--- src/rtl/fc_pkg.sv ---
// Shared types for the fc layer-chain sequencer: controller states and job mode.
package fc_pkg;

    typedef enum logic [1:0] {
        IDLE = 2'd0,
        FWD  = 2'd1,
        BWD  = 2'd2,
        DONE = 2'd3
    } fc_state_t;

    typedef enum logic {
        INFER = 1'b0,
        TRAIN = 1'b1
    } fc_mode_t;

endpackage

--- src/rtl/layer_step_counter.sv ---
// Nested settle/layer counter walking the layer chain up or down, SETTLE cycles per layer.
module layer_step_counter #(
    parameter int LAYERS = 4,
    parameter int SETTLE = 2,
    parameter int LW     = $clog2(LAYERS) + 1
) (
    input  logic          clk_i,
    input  logic          rst_ni,
    input  logic          load_i,
    input  logic          down_i,
    input  logic          en_i,
    output logic [LW-1:0] layer_o,
    output logic          last_step_o
);

    localparam int            SW         = $clog2(SETTLE) + 1;
    localparam logic [SW-1:0] SETTLE_END = SW'(SETTLE - 1);
    localparam logic [LW-1:0] LAYER_TOP  = LW'(LAYERS - 1);

    logic [SW-1:0] settle_q, settle_d;
    logic [LW-1:0] layer_q, layer_d;
    logic          down_q, down_d;
    logic          settle_end, layer_end;

    assign settle_end  = (settle_q == SETTLE_END);
    assign layer_end   = down_q ? (layer_q == '0) : (layer_q == LAYER_TOP);
    assign last_step_o = settle_end && layer_end;
    assign layer_o     = layer_q;

    // NOTE: every next-state signal takes its hold value first so no path leaves it unassigned (no latch).
    always_comb begin
        settle_d = settle_q;
        layer_d  = layer_q;
        down_d   = down_q;
        if (load_i) begin
            settle_d = '0;
            down_d   = down_i;
            layer_d  = down_i ? LAYER_TOP : '0;
        end else if (en_i) begin
            if (settle_end) begin
                settle_d = '0;
                if (!layer_end) layer_d = down_q ? layer_q - LW'(1) : layer_q + LW'(1);
            end else begin
                settle_d = settle_q + SW'(1);
            end
        end
    end

    // NOTE: state registers use non-blocking assignments so all flops update from pre-edge values.
    always_ff @(posedge clk_i or negedge rst_ni) begin
        if (!rst_ni) begin
            settle_q <= '0;
            layer_q  <= '0;
            down_q   <= 1'b0;
        end else begin
            settle_q <= settle_d;
            layer_q  <= layer_d;
            down_q   <= down_d;
        end
    end

endmodule

--- src/rtl/fc_chain_ctrl.sv ---
// Sequencer driving forward then optional reverse backward strobes through a chain of fc layers.
module fc_chain_ctrl
    import fc_pkg::*;
#(
    parameter int LAYERS = 4,
    parameter int W      = 9,
    parameter int SETTLE = 2
) (
    input  logic                       clk_in,
    input  logic                       rst_in,
    input  logic                       start_in,
    input  logic                       mode_in,
    input  logic                       abort_in,
    input  logic [W-1:0]               x_in,
    input  logic [W-1:0]               y_in,
    output logic                       ready_out,
    output logic [W-1:0]               fin_out,
    output logic [LAYERS-1:0]          fd_prop_out,
    output logic [LAYERS-1:0]          bk_prop_out,
    output logic                       oscillator_out,
    output logic [$clog2(LAYERS):0]    layer_idx_out,
    output logic [W-1:0]               y_out,
    output logic                       done_out
);

    localparam int                LW  = $clog2(LAYERS) + 1;
    localparam logic [LAYERS-1:0] ONE = LAYERS'(1);

    fc_state_t     state_q, state_d;
    fc_mode_t      mode_q, mode_d;
    logic [W-1:0]  fin_q, fin_d;
    logic [W-1:0]  y_q, y_d;
    logic          osc_q, osc_d;
    logic          cnt_load, cnt_down, cnt_en, last_step, busy_prop;
    logic [LW-1:0] layer;

    layer_step_counter #(
        .LAYERS (LAYERS),
        .SETTLE (SETTLE),
        .LW     (LW)
    ) u_step (
        .clk_i       (clk_in),
        .rst_ni      (rst_in),
        .load_i      (cnt_load),
        .down_i      (cnt_down),
        .en_i        (cnt_en),
        .layer_o     (layer),
        .last_step_o (last_step)
    );

    assign busy_prop = (state_q == FWD) || (state_q == BWD);
    assign cnt_en    = busy_prop;

    always_comb begin
        state_d  = state_q;
        mode_d   = mode_q;
        fin_d    = fin_q;
        y_d      = y_q;
        cnt_load = 1'b0;
        cnt_down = 1'b0;
        unique case (state_q)
            IDLE: begin
                if (start_in && !abort_in) begin
                    state_d  = FWD;
                    mode_d   = fc_mode_t'(mode_in);
                    fin_d    = x_in;
                    cnt_load = 1'b1;
                end
            end
            FWD: begin
                if (abort_in) begin
                    state_d = IDLE;
                end else if (last_step) begin
                    y_d = y_in;
                    if (mode_q == TRAIN) begin
                        state_d  = BWD;
                        cnt_load = 1'b1;
                        cnt_down = 1'b1;
                    end else begin
                        state_d = DONE;
                    end
                end
            end
            BWD: begin
                if (abort_in)       state_d = IDLE;
                else if (last_step) state_d = DONE;
            end
            DONE: state_d = IDLE;
        endcase
        // Clearing on the way into IDLE makes every job's first busy cycle read 1.
        osc_d = (state_d == IDLE) ? 1'b0 : ~osc_q;
    end

    always_ff @(posedge clk_in or negedge rst_in) begin
        if (!rst_in) begin
            state_q <= IDLE;
            mode_q  <= INFER;
            fin_q   <= '0;
            y_q     <= '0;
            osc_q   <= 1'b0;
        end else begin
            state_q <= state_d;
            mode_q  <= mode_d;
            fin_q   <= fin_d;
            y_q     <= y_d;
            osc_q   <= osc_d;
        end
    end

    assign ready_out      = (state_q == IDLE);
    assign done_out       = (state_q == DONE);
    assign fin_out        = fin_q;
    assign y_out          = y_q;
    assign oscillator_out = osc_q;
    assign fd_prop_out    = (state_q == FWD) ? (ONE << layer) : '0;
    assign bk_prop_out    = (state_q == BWD) ? (ONE << layer) : '0;
    assign layer_idx_out  = busy_prop ? layer : '0;

endmodule

--- config.mk ---
export PLATFORM = sky130hd
export DESIGN_NAME = fc_chain_ctrl
export DESIGN_NICKNAME = d
export VERILOG_FILES = /design/src/rtl/fc_pkg.sv /design/src/rtl/layer_step_counter.sv /design/src/rtl/fc_chain_ctrl.sv
export SDC_FILE = /design/constraint.sdc
export NUM_CORES = 1
export LEC_CHECK = 0
export CAP_MARGIN = 0
export CORE_UTILIZATION = 44
export DETAILED_ROUTE_END_ITERATION = 7
export GPL_TIMING_DRIVEN = 0
export HOLD_SLACK_MARGIN = 0.06
export PLACE_DENSITY = 0.83
export SYNTH_ARGS = -nofsm -noshare
export SYNTH_HDL_FRONTEND = slang
export SYNTH_HIERARCHICAL = 1
export SYNTH_SLANG_ARGS = --single-unit
export TNS_END_PERCENT = 30
--- constraint.sdc ---
create_clock -name clk_in -period 3.55 [get_ports clk_in]
set_clock_uncertainty 0.2 [all_clocks]
set_input_delay 0.71 -clock clk_in [delete_from_list [all_inputs] [get_ports clk_in]]
set_output_delay 0.71 -clock clk_in [all_outputs]
set_load 0.005 [all_outputs]
==> impl_metrics.env, run 1 <==
export IMPL_startpoint_type="flop"
export IMPL_worst_slew_pin_slew_ns=1.185
export IMPL_dp_hpwl_mm=2.480
export IMPL_syn_avg_cell_area_um2=12.24
export IMPL_final_nets=207
export IMPL_cts_sinks=28
export IMPL_slew_violations=0
export IMPL_hold_class="reg2reg"
export IMPL_layout_drive_gt1_share=0.1648
export IMPL_syn2layout_area_growth_pct=42.44
export IMPL_finalWorstSetupSlack_ns=0.3875
export IMPL_leakagePower_nw=0.9246
export IMPL_grt_pass1_wl_mm=5.092
export IMPL_cts_root_buf="clkbuf_4"
export IMPL_initial_core_util=0.4694
export IMPL_dieArea_mm2=0.003544
export IMPL_ys_async_sr_fraction=1.000
export IMPL_drc_errors=0
export IMPL_cts_tree="done"
export IMPL_ioPinCount=55
export IMPL_finalHoldViolCount=0
export IMPL_p_clk_frac=0.090
export IMPL_first_pass_iters=4
export IMPL_port_buffers=54
export IMPL_timing_fmax_mhz=316.2
export IMPL_dp_cells=217
export IMPL_switching_share=0.3153
export IMPL_synth_flop_cell="dfrtp_1"
export IMPL_drtAntennaViolNets=0
export IMPL_synth_most_common_cell="dfrtp_1"
export IMPL_row_count=20
export IMPL_path_max_fanout=12
export IMPL_relSlewSlack=0.2078
export IMPL_p_switching_mw=0.4322
export IMPL_clk_path_buf_depth=2
export IMPL_final_period_utilization=0.8908
export IMPL_power_frac_comb=0.502
export IMPL_grt_usage=0.1926
export IMPL_max_cap_violations=0
export IMPL_core_area_mm2=0.003103
export IMPL_layoutNonFillerInstCount=220
export IMPL_dp_slack_ns=0.1891
export IMPL_antenna_found_initial=0
export IMPL_diodes=0
export IMPL_die_y_um=59.53
export IMPL_finalCriticalPeriod_ns=3.162
export IMPL_clkTransAtPathRegs_ns=0.13
export IMPL_dr_first_iter_drc_count=15
export IMPL_via_per_inst=5.177
export IMPL_yosysWarnings=6
export IMPL_vias=1139
export IMPL_power_density_mw_per_mm2=660.6
export IMPL_finalWirelength_mm=3.224
export IMPL_cts_resized=0
export IMPL_yosysSeqAreaShare=0.4811
export IMPL_synth_top_cell_by_area="dfrtp_1"
export IMPL_setup_tns_final_ns=0
export IMPL_synth_seq_cells=28
export IMPL_p_int_mw=0.9383
export IMPL_vdd_drop_max_mv=0.2531
export IMPL_yosys_top_cells_area="dfrtp_1 48%, mux2_4 18%, ha_1 4.3%, nor2_1 2.6%, o21ai_0 2.4%"
export IMPL_cts_hold_buf=0
export IMPL_wl_per_cell_um=14.65
export IMPL_grt_pass1_vias=1154
export IMPL_routabilityCongestion=0.7170
export IMPL_worstSetupPathType="reg2reg"
export IMPL_ys_types=31
export IMPL_setup_viol=0
export IMPL_post_cts_buffers=0
export IMPL_status="completed"
export IMPL_htreeDepth=1
export IMPL_overflow=0
export IMPL_synth_top_area_share=0.4811
export IMPL_synth_nets=148
export IMPL_netlist_area_mm2=0.001456
export IMPL_hold_ws_ns=0.2501
export IMPL_cp_arrival_ns=3.16
export IMPL_synth_common_cells="28 x dfrtp_1, 17 x mux2_4, 10 x nor2_1, 7 x inv_1, 7 x o21ai_0"
export IMPL_insertion_delay_ns=0.32
export IMPL_cts_buffers=3
export IMPL_dieWidth_um=59.53
export IMPL_rsz0062_at_grt="no"
export IMPL_fin_util=0.6685
export IMPL_grt_start_max_net_pins=29
export IMPL_seq_power_share=0.407
export IMPL_synth_edf_count=0
export IMPL_synthCells=119
export IMPL_cp_end_kind="flop"
export IMPL_crit_required_ns=3.55
path summary, 6_finish.rpt:
check / startpoint / end / slack, ns / depth (start not counted)
min in group asynchronous: rst_in / y_out[8] / 0.80 / 1
hold / removal: oscillator_out / oscillator_out / 0.25 / 1
max in group asynchronous: rst_in / fin_out[6] / 1.65 / 1
setup reg to reg: u_step/layer_o[0] / u_step/layer_o[1] / 0.39 / 9
setup / recovery: u_step/layer_o[0] / u_step/layer_o[1] / 0.39 / 9
hold reg to reg: oscillator_out / oscillator_out / 0.25 / 1
placed cells by master (no fill, tap or decap), types with 2 or more instances in the layout:
master	count
clkdlybuf4s50_1	54
or3_1	2
nor3b_1	2
nand3b_1	3
clkbuf_4	3
nor3_1	4
inv_1	7
o211ai_1	3
mux2_4	17
and2_1	3
nand2b_1	3
ha_1	5
dfrtp_1	28
o31ai_1	2
nor2_1	10
buf_6	2
nand2_1	5
o21ai_0	6
mux2_2	2
stage by stage:
stage	instance area (um^2)	power (mW)
after global routing	2074	1.464
after CTS	2074	1.380
after detailed placement	2052	1.253
final	2074	1.370
after floorplan	1456	0.8901
after global placement	2052	1.213
cells by family after synthesis:
kind of cell	after synthesis	share of synthesized area
XOR/XNOR	2	0.01203
AO/OA/AOI/OAI	16	0.07302
adder cells (fa/ha/maj)	6	0.05670
multiplexers	19	0.1907
AND/OR/NAND/NOR	39	0.1529
buffers and inverters	9	0.03351
flip-flops	28	0.4811
final cells by class:
| cell class | count | area (um^2) |
|---|---|---|
| fillers | 249 | 1028 |
| well taps | 44 | 55.05 |
| flip-flops and latches | 28 | 700.7 |
| inverters | 7 | 26.28 |
| repair buffers | 54 | 540.5 |
| multi-input cells | 82 | 706.9 |
| clock buffers | 3 | 22.52 |
| plain buffers | 2 | 22.52 |
power groups by stage:
stage                     clock, mW  combinational, mW  sequential, mW
after global routing          0.141              0.748           0.575
after floorplan                   0              0.338           0.552
after global placement            0              0.662           0.551
after detailed placement          0              0.688           0.564
final                         0.124              0.688           0.558
after CTS                     0.128              0.694           0.557
registers in the layout, indices dropped and copies added, names as in the netlist:
name	cells
y_out	9
fin_out	9
mode_q	1
oscillator_out	1
state_q	2
u_step/down_q	1
u_step/layer_o	3
u_step/settle_q	2
critical path, stage by stage (launching register included):
cell and delay, ns:
dfrtp_1 0.51, nor4b_1 0.51, nor2_1 0.11, nor3b_1 0.48
nand3b_1 0.20, buf_6 0.20, o21ai_1 0.36, inv_1 0.17
o211ai_1 0.16, o311ai_2 0.14
routing by layer:
metal / vias to the layer above / global-route usage / wire, um
li1: 534 / - / -
met1: 544 / 0.2280 / 1434
met2: 55 / 0.3387 / 1524
met3: 6 / 0.02402 / 201
met4: 0 / 0.1030 / 65
met5: - / 0 / 0
(Power assumes the default switching activity.)
==> inputs of run 2 (changes only) <==
--- a/config.mk
+++ b/config.mk
@@ -5,8 +5,9 @@
 export SDC_FILE = /design/constraint.sdc
 export NUM_CORES = 1
 export LEC_CHECK = 0
-export CAP_MARGIN = 0
+export CAP_MARGIN = 20
 export CORE_UTILIZATION = 44
+export CTS_CLUSTER_SIZE = 25
 export DETAILED_ROUTE_END_ITERATION = 7
 export GPL_TIMING_DRIVEN = 0
 export HOLD_SLACK_MARGIN = 0.06
==> impl_metrics.env, run 2 (synthesized netlist as in run 1, its figures left out) <==
export IMPL_status="completed"
export IMPL_dieArea_mm2=0.003544
export IMPL_post_cts_buffers=0
export IMPL_cts_root_buf="clkbuf_4"
export IMPL_final_common_cell="clkdlybuf4s50_1"
export IMPL_hold_class="reg2reg"
export IMPL_wl_per_cell_um=15.26
export IMPL_cp_arrival_ns=3.18
export IMPL_htreeDepth=1
export IMPL_overflow=0
export IMPL_final_period_utilization=0.8972
export IMPL_leakagePower_nw=0.9373
export IMPL_worst_slew_pin_slew_ns=0.5231
export IMPL_max_cap_violations=0
export IMPL_routabilityCongestion=0.7170
export IMPL_via_per_inst=5.208
export IMPL_vias=1151
export IMPL_vdd_drop_max_mv=0.2721
export IMPL_drtAntennaViolNets=0
export IMPL_core_area_mm2=0.003103
export IMPL_setup_viol=0
export IMPL_cts_hold_buf=0
export IMPL_relSlewSlack=0.6505
export IMPL_insertion_delay_ns=0.32
export IMPL_die_y_um=59.53
export IMPL_worstSetupPathType="reg2reg"
export IMPL_dieWidth_um=59.53
export IMPL_cts_resized=0
export IMPL_clkTransAtPathRegs_ns=0.14
export IMPL_startpoint="u_step/layer_o[0]"
export IMPL_cts_tree="done"
export IMPL_clk_path_buf_depth=2
export IMPL_diodes=0
export IMPL_finalHoldViolCount=0
export IMPL_setup_tns_final_ns=0
export IMPL_initial_core_util=0.4694
export IMPL_cts_buffers=3
export IMPL_grt_start_max_net_pins=23
export IMPL_syn2layout_area_growth_pct=44.33
export IMPL_dr_first_iter_drc_count=22
export IMPL_rsz0062_at_grt="no"
export IMPL_power_density_mw_per_mm2=656.0
export IMPL_first_pass_iters=4
export IMPL_slew_violations=0
export IMPL_timing_fmax_mhz=314.0
export IMPL_startpoint_type="flop"
export IMPL_path_max_fanout=12
export IMPL_drc_errors=0
export IMPL_crit_required_ns=3.55
export IMPL_reg2reg_slack_ns=0.36
export IMPL_antenna_found_initial=0
export IMPL_final_cell_mix="54 x clkdlybuf4s50_1, 28 x dfrtp_1, 17 x mux2_4"
export IMPL_power_total_mw=1.379
export IMPL_row_count=20
export IMPL_final_nets=208
export IMPL_grt_pass1_wl_mm=5.271
export IMPL_grt_usage=0.2022
export IMPL_r2r_start="u_step/layer_o[0]"
export IMPL_port_buffers=54
export IMPL_finalWirelength_mm=3.372
export IMPL_cts_sinks=28
export IMPL_grt_pass1_vias=1154
export IMPL_dp_hpwl_mm=2.606
export IMPL_ioPinCount=55
export IMPL_holdCritStartpoint="oscillator_out"
export IMPL_cp_end_kind="flop"
export IMPL_layout_drive_gt1_share=0.1695
export IMPL_finalCriticalPeriod_ns=3.185
run 2: final cells by class:
class / instances / area, um^2
plain buffers: 2 / 22.52
repair buffers: 55 / 568.0
multi-input cells: 82 / 706.9
flip-flops and latches: 28 / 700.7
clock buffers: 3 / 22.52
fillers: 251 / 1001
well taps: 44 / 55.05
inverters: 7 / 26.28
run 2: final timing paths:
path | end | cells past startpoint
hold reg to reg | oscillator_out | 1
setup reg to reg | u_step/layer_o[1] | 9
setup / recovery | u_step/layer_o[1] | 9
hold / removal | oscillator_out | 1
min in group asynchronous | y_out[3] | 1
max in group asynchronous | fin_out[4] | 2
run 2: metrics by stage:
| step | util | setup slack, ns | instance area [um^2] | hold slack, ns | cells |
|---|---|---|---|---|---|
| CTS | 0.6774 | 0.1076 | 2102 | 0.2395 | 221 |
| finish | 0.6774 | 0.3649 | 2102 | 0.2466 | 221 |
| global route | 0.6774 | 0.06953 | 2102 | 0.2640 | 221 |
| global placement | 0.6613 | 0.3351 | 2052 | 0.2125 | 217 |
| floorplan | - | 0.7890 | 1456 | 0.2144 | 119 |
| detailed placement | 0.6702 | 0.1393 | 2079 | 0.2214 | 218 |
run 2: layer usage:
layer,vias up,part of all wire,track usage
li1,533,-,-
met1,562,0.43,0.2447
met2,50,0.48,0.3451
met3,6,0.078,0.04585
met4,0,0.013,0.08638
met5,-,0,0
run 2: power by group:
part | switching [mW] | internal [mW] | total [mW]
clock | 0.0860 | 0.0398 | 0.126
combinational | 0.240 | 0.455 | 0.695
sequential | 0.111 | 0.447 | 0.558
run 2: worst max-delay path, cell delays in order, from the launching register on:
cell      delay (ns)
dfrtp_1         0.51
nor4b_1         0.49
nor2_1          0.11
nor3b_1         0.47
nand3b_1        0.20
buf_6           0.20
o21ai_1         0.38
inv_1           0.18
o211ai_1        0.17
o311ai_2        0.14
==> inputs of run 3 (changes only) <==
--- a/config.mk
+++ b/config.mk
@@ -6,12 +6,13 @@
 export NUM_CORES = 1
 export LEC_CHECK = 0
 export CAP_MARGIN = 20
-export CORE_UTILIZATION = 44
+export CORE_UTILIZATION = 45
+export CTS_BUF_LIST = sky130_fd_sc_hd__clkbuf_4 sky130_fd_sc_hd__clkbuf_8
 export CTS_CLUSTER_SIZE = 25
 export DETAILED_ROUTE_END_ITERATION = 7
 export GPL_TIMING_DRIVEN = 0
 export HOLD_SLACK_MARGIN = 0.06
-export PLACE_DENSITY = 0.83
+export PLACE_DENSITY = 0.84
 export SYNTH_ARGS = -nofsm -noshare
 export SYNTH_HDL_FRONTEND = slang
 export SYNTH_HIERARCHICAL = 1
==> impl_metrics.env, run 3 (synthesized netlist as in run 1, its figures left out) <==
export IMPL_cts_sinks=28
export IMPL_grt_pass1_wl_mm=5.278
export IMPL_core_area_mm2=0.003053
export IMPL_wl_per_cell_um=15.36
export IMPL_dp_hpwl_mm=2.643
export IMPL_port_buffers=54
export IMPL_initial_core_util=0.4770
export IMPL_layout_drive_gt1_share=0.1742
export IMPL_relSlewSlack=0.5888
export IMPL_worst_slew_pin_slew_ns=0.6149
export IMPL_startpoint="u_step/layer_o[0]"
export IMPL_via_per_inst=5.081
export IMPL_timing_fmax_mhz=315.7
export IMPL_drc_errors=0
export IMPL_vdd_drop_max_mv=0.3433
export IMPL_worstSetupPathType="reg2reg"
export IMPL_finalWirelength_mm=3.411
export IMPL_dieArea_mm2=0.003468
export IMPL_final_period_utilization=0.8923
export IMPL_rsz0062_at_grt="no"
export IMPL_syn2layout_area_growth_pct=45.27
export IMPL_cp_arrival_ns=3.17
export IMPL_final_nets=208
export IMPL_dp_cells=218
export IMPL_ioPinCount=55
export IMPL_status="completed"
export IMPL_hold_class="reg2reg"
export IMPL_grt_usage=0.2040
export IMPL_finalHoldViolCount=0
export IMPL_dieWidth_um=58.89
export IMPL_diodes=0
export IMPL_path_max_fanout=12
export IMPL_r2r_start="u_step/layer_o[0]"
export IMPL_die_y_um=58.89
export IMPL_cts_root_buf="clkbuf_4"
export IMPL_crit_required_ns=3.55
export IMPL_insertion_delay_ns=0.32
export IMPL_routabilityCongestion=0.8450
export IMPL_cts_tree="done"
export IMPL_drtAntennaViolNets=0
export IMPL_setup_tns_final_ns=0
export IMPL_row_count=20
export IMPL_overflow=0
export IMPL_vias=1128
export IMPL_clk_path_buf_depth=2
export IMPL_dr_first_iter_drc_count=50
export IMPL_clkTransAtPathRegs_ns=0.14
export IMPL_power_density_mw_per_mm2=664.9
export IMPL_post_cts_buffers=0
export IMPL_grt_pass1_vias=1102
export IMPL_holdCritStartpoint="oscillator_out"
export IMPL_grt_start_max_net_pins=18
export IMPL_final_common_cell="clkdlybuf4s50_1"
export IMPL_cts_buffers=3
export IMPL_leakagePower_nw=0.9445
export IMPL_antenna_found_initial=0
export IMPL_layoutNonFillerInstCount=222
export IMPL_htreeDepth=1
export IMPL_max_cap_violations=0
export IMPL_cp_end_kind="flop"
export IMPL_slew_violations=0
export IMPL_startpoint_type="flop"
export IMPL_finalCriticalPeriod_ns=3.168
export IMPL_final_cell_mix="54 x clkdlybuf4s50_1, 28 x dfrtp_1, 17 x mux2_4"
export IMPL_first_pass_iters=4
export IMPL_setup_viol=0
run 3: changes by cell type in the layout (fill, tap and decap cells not counted), sizes merged:
| cell | delta |
|---|---|
| clkbuf | +1 |
run 3: path summary, 6_finish.rpt:
| check | endpoint | slack (ns) | cells past startpoint |
|---|---|---|---|
| worst max-delay path | u_step/layer_o[1] | 0.38 | 9 |
| worst min-delay path | oscillator_out | 0.26 | 1 |
| worst min register to register | oscillator_out | 0.26 | 1 |
| max in group asynchronous | fin_out[8] | 2.10 | 2 |
| worst max register to register | u_step/layer_o[1] | 0.38 | 9 |
| min in group asynchronous | y_out[1] | 0.56 | 1 |
run 3: area by class of cell:
class | instances | area [um^2]
buffer | 2 | 22.52
fill | 237 | 937.1
multi-input combinational | 82 | 706.9
timing repair buffer | 55 | 568.0
sequential | 28 | 700.7
inverter | 7 | 26.28
clock buffer | 4 | 36.28
tap | 44 | 55.05
run 3: what timing repair did:
item,CTS,global route
gates resized for setup,0,1
endpoints found under the setup margin,0,1
hold buffers,0,0
run 3: per-stage QoR:
stage          cell area (um^2)  total power [mW]  setup WS (ns)  utilization  hold WS, ns
2_1_floorplan              1456            0.8901         0.7890            -       0.2144
3_3_place_gp               2052             1.214         0.3859       0.6721       0.2178
3_5_place_dp               2079             1.261         0.2015       0.6811       0.2360
4_1_cts                    2116             1.421         0.1663       0.6930       0.2577
5_1_grt                    2116             1.501         0.1834       0.6930       0.2901
6_report                   2116             1.407         0.3824       0.6930       0.2568
run 3: critical path, stage by stage (launching register included):
cell	delay, ns
dfrtp_1	0.52
nor4b_1	0.50
nor2_1	0.10
nor3b_1	0.50
nand3b_1	0.21
buf_6	0.21
o21ai_1	0.36
inv_1	0.18
o211ai_1	0.15
o311ai_2	0.14
run 3: layer usage:
layer	vias up	share of wire	GRT usage
met5	-	0	0
met4	0	0.0062	0.02041
met3	4	0.048	0.04835
met2	29	0.55	0.3912
met1	562	0.39	0.2358
li1	533	-	-
run 3: where the power goes:
part | switching [mW] | internal, mW
sequential | 0.115 | 0.447
clock | 0.0886 | 0.0627
combinational | 0.239 | 0.455
